===== src/rtl/async_fifo_lib.sv =====
// async_fifo_lib: single-clock first-word-fall-through FIFO, WI bits x 2^L2D entries.
// Define ASYNC_FIFO_LIB_PTR_SYNC_EN to see the opposite pointer through a 2-flop delay on each side.
module async_fifo_lib #(
  parameter int WI  = 16,
  parameter int L2D = 4
) (
  input  logic          clk,
  input  logic          reset_n,
  input  logic [WI-1:0] w_data,
  input  logic          w_strobe,
  output logic          w_full,
  output logic [L2D:0]  w_level,
  output logic [WI-1:0] r_data,
  input  logic          r_strobe,
  output logic          r_empty,
  output logic [L2D:0]  r_level
);

  localparam logic [L2D:0] DEPTH_C = {1'b1, {L2D{1'b0}}};
  localparam logic [L2D:0] ONE_C   = {{L2D{1'b0}}, 1'b1};
  localparam logic [L2D:0] ZERO_C  = {(L2D+1){1'b0}};

  logic [WI-1:0] mem_r [2**L2D];
  logic [L2D:0]  wptr_r;
  logic [L2D:0]  rptr_r;
  logic [L2D:0]  rptr_view_s;
  logic [L2D:0]  wptr_view_s;
  logic          wr_en_s;
  logic          rd_en_s;

  assign wr_en_s = w_strobe & ~w_full;
  assign rd_en_s = r_strobe & ~r_empty;

  // Storage array, intentionally left unreset.
  always_ff @(posedge clk) begin
    if (wr_en_s) begin
      mem_r[wptr_r[L2D-1:0]] <= w_data;
    end
  end

  // Write and read pointers; the MSB is the wrap flag separating full from empty.
  always_ff @(posedge clk or negedge reset_n) begin
    if (!reset_n) begin
      wptr_r <= ZERO_C;
      rptr_r <= ZERO_C;
    end else begin
      if (wr_en_s) begin
        wptr_r <= wptr_r + ONE_C;
      end else begin
        wptr_r <= wptr_r;
      end
      if (rd_en_s) begin
        rptr_r <= rptr_r + ONE_C;
      end else begin
        rptr_r <= rptr_r;
      end
    end
  end

`ifdef ASYNC_FIFO_LIB_PTR_SYNC_EN
  logic [L2D:0] rptr_d1_r;
  logic [L2D:0] rptr_d2_r;
  logic [L2D:0] wptr_d1_r;
  logic [L2D:0] wptr_d2_r;

  // Two-stage delay of each pointer into the opposite side, mimicking a synchroniser.
  always_ff @(posedge clk or negedge reset_n) begin
    if (!reset_n) begin
      rptr_d1_r <= ZERO_C;
      rptr_d2_r <= ZERO_C;
      wptr_d1_r <= ZERO_C;
      wptr_d2_r <= ZERO_C;
    end else begin
      rptr_d1_r <= rptr_r;
      rptr_d2_r <= rptr_d1_r;
      wptr_d1_r <= wptr_r;
      wptr_d2_r <= wptr_d1_r;
    end
  end

  assign rptr_view_s = rptr_d2_r;
  assign wptr_view_s = wptr_d2_r;
`else
  assign rptr_view_s = rptr_r;
  assign wptr_view_s = wptr_r;
`endif

  // Status seen by each side; modulo subtraction keeps the count correct across wraps.
  always_comb begin
    w_level = wptr_r - rptr_view_s;
    r_level = wptr_view_s - rptr_r;
    w_full  = (w_level == DEPTH_C);
    r_empty = (r_level == ZERO_C);
    r_data  = mem_r[rptr_r[L2D-1:0]];
  end

endmodule


===== config.mk =====
export PLATFORM = sky130hd
export DESIGN_NAME = async_fifo_lib
export DESIGN_NICKNAME = d
export VERILOG_FILES = /design/src/rtl/async_fifo_lib.sv
export SDC_FILE = /design/constraint.sdc
export NUM_CORES = 1
export LEC_CHECK = 0
export CAP_MARGIN = 20
export CORE_UTILIZATION = 55
export DETAILED_ROUTE_END_ITERATION = 10
export MAX_ROUTING_LAYER = met4
export PLACE_DENSITY = 0.73
export SKIP_CTS_REPAIR_TIMING = 1
export SYNTH_ARGS = -nofsm -noshare
export SYNTH_HDL_FRONTEND = slang
export SYNTH_SLANG_ARGS = --single-unit
export TNS_END_PERCENT = 5

===== constraint.sdc =====
create_clock -name clk -period 5.49 [get_ports clk]
set_input_delay 1.3725 -clock clk [delete_from_list [all_inputs] [get_ports clk]]
set_output_delay 1.3725 -clock clk [all_outputs]
set_load 0.01 [all_outputs]

==> impl_results.md <==
* Status: complete, no violations
* # IOs at 48
* Total of max-cap violations at 0
* Largest net degree at the start of global routing at 52
* HP Start: wptr_r[4]
* Std-Cell Rows at 50
* Final nets at 621
* Post-DRT Antenna Nets at 0
* Die span in y at 141 um
* # DRC at 0
* Placed cell area at between 10000 and 15000 um2
* WL/cell at 25.9 um
* First-pass GRT wire length at 32.8 mm
* Synth Warn # at 0
* Worst min path class: reg -> reg
* Reg-to-reg startpoint: rptr_r[0]
* Worst Path Class, Setup: reg -> out
* LEAKAGE at 4.05 nW
* Total grt overflow at 0
* Total Wirelength at between 20 and 25 mm
* Clk Tree Root Cell: clkbuf_16
* Drt pass-1 iters at 4
* Post-layout min period at 4.95 ns
* Final count of hold timing violations at 0
* Seq/Total Area, Yosys at 75.2%
* GRT Overall Usage at between 20% and 30%
* Peak Freq at 202 MHz
* DR vias/cell at just over 6
* Worst Setup SP: rptr_r[0]
* Post-route setup TNS at 0 ns
* Synth Register Bits at 266
* EDFF count, synth at 256
* Crit-path max FO at 48
* Worst-Skew Late Latency at ~0.53 ns
* Final GP Congestion at about 0.74
* Initial Utilization at 56.2%
* Share of cells above drive strength 1 at 20.2%
* Post-synth top flop: edfxtp_1
* # setup viols final at 0
* DRT iter0 DRCs at ~450
* Initial antenna violation count at 1
* Area of the die at 19700 um2
* Dpl ws at between 1 and 1.5 ns
* Post-synthesis net count at about 560
* Sink Count at about 270
* Mapped Area at 10600 um2
* I/O Buffers at 47
* Worst VDD drop at 0.427 mV
* Worst Tran Pin Value at 1.12 ns
* Final setup margin at 0.540 ns
* Final instance area at 12200 um2
* Post-Syn Instances at 531
* Num CTS Buffers at 26
* Slew margin rel. at between 20% and 30%
* Max-slew violation count at 0
* Critical path launch point type: flip-flop
* CTS clk-pin slew, worst paths at approximately 0.060 ns
* Dpl hpwl at 11.9 mm
* Final period util at 90.2%
* H-tree Lvls at 1
* Netlist cell types at 34
* Req. time, crit path at 4.12 ns
* CTS tree: built
* Max clock buf depth at 3
* Area delta synth->final at 15.2%
* Die W at 141 um
* Mean area per synthesized cell at 19.9 um2
* Core area at between 15000 and 20000 um2
* Vias in the first global route at 5428
* RSZ-0062 raised after global routing: no
* Async S/R FF share, synth at between 3 and 4%
* Vias at 5219
* Skew final at 0.0159 ns
* WP data arrival at around 3.6 ns
* PwrDens at roughly 560 nW/um2
* CP Capture Type: output pin
## routing by layer
layer / wire [um] / vias up / global-route usage [%]
met3: 1120 / 44 / 3.83
met4: 465 / 0 / 7.04
li1: - / 2259 / -
met2: 11300 / 162 / 39.8
met5: 0 / - / -
met1: 8950 / 2754 / 30.9
## worst paths after layout
path	to	slack, ns	cells past startpoint
min in group asynchronous	wptr_r[4]	1.19	1
max in group asynchronous	rptr_r[0]	3.91	1
worst max register to register	mem_r[12][12]	1.63	8
worst max-delay path	r_data[0]	0.54	6
worst min-delay path	wptr_r[4]	0.49	1
worst min register to register	wptr_r[4]	0.49	1
## stage by stage
stage	hold WS [ns]	power (W)	std cells	utilization (%)
2_1_floorplan	0.460	0.00422	531	-
3_3_place_gp	0.473	0.00506	792	59.9
3_5_place_dp	0.476	0.00514	795	60.3
4_1_cts	0.489	0.00682	841	64.6
5_1_grt	0.506	0.00709	844	64.8
6_report	0.487	0.00679	844	64.8
## state kept, by name (all words and copies together), names as in the netlist
signal	count
mem_r	256
rptr_r	5
wptr_r	5
## logic make-up after synthesis
family | share of synthesized area, %
and+or+nand+nor | 5.41
buffers and inverters | 1.80
AOI/OAI and AO/OA | 1.51
muxes | 13.9
DFF | 75.2
adders and majority gates | 1.26
xor gates and xnor gates | 0.913
## layout make-up
cell class / count / area, um2
diodes: 1 / 2.50
clock inverters: 15 / 118
flip-flops and latches: 266 / 7940
well taps: 234 / 293
multi-input cells: 228 / 2440
inverters: 7 / 26.3
fillers: 1268 / 6610
repair buffers: 62 / 646
clock buffers: 31 / 691
## synth_stat cells, types with 3 or more instances
library cell	number	area, um2
buf_4	10	75.1
buf_2	5	25.0
a31oi_1	16	100
inv_1	5	18.8
mux4_2	64	1440
buf_1	3	11.3
xnor2_1	4	35.0
nand2_1	67	251
edfxtp_1	256	7690
clkbuf_1	11	41.3
nor2_1	6	22.5
dfrtp_1	10	250
and2_1	3	18.8
xor2_1	7	61.3
a21oi_1	3	15.0
and3_1	29	181
ha_1	9	113
## critical path, stage by stage (launching register included)
cell and delay (ns):
dfrtp_4 0.68, buf_4 0.82, mux4_2 0.61, nand2_1 0.08, and3_1 0.21, a31oi_1 0.09, clkdlybuf4s50_1 0.53
## cell usage in the layout (no fill, tap or decap), types with 2 or more instances in the layout
master             n
edfxtp_1         256
nand2_1           67
mux4_2            64
clkdlybuf4s50_1   47
and3_1            29
clkbuf_16         27
a31oi_1           16
clkinv_1          10
buf_4             10
ha_1               9
xor2_1             7
dfrtp_1            7
nor2_1             6
inv_1              5
xnor2_1            4
clkinv_2           4
clkbuf_1           4
a21oi_1            3
and2_1             3
buf_8              3
nand3b_1           2
nor2b_1            2
nand4_1            2
bufinv_16          2
buf_16             2
dfrtp_2            2
## power by group
group	leakage [nW]	total, W	internal, W	switching, W
Combinational	1.23	0.00250	0.00121	0.00128
Clock	0.394	0.00169	0.000983	0.000711
Sequential	2.43	0.00260	0.00248	0.000120
(Power assumes the default switching activity.)
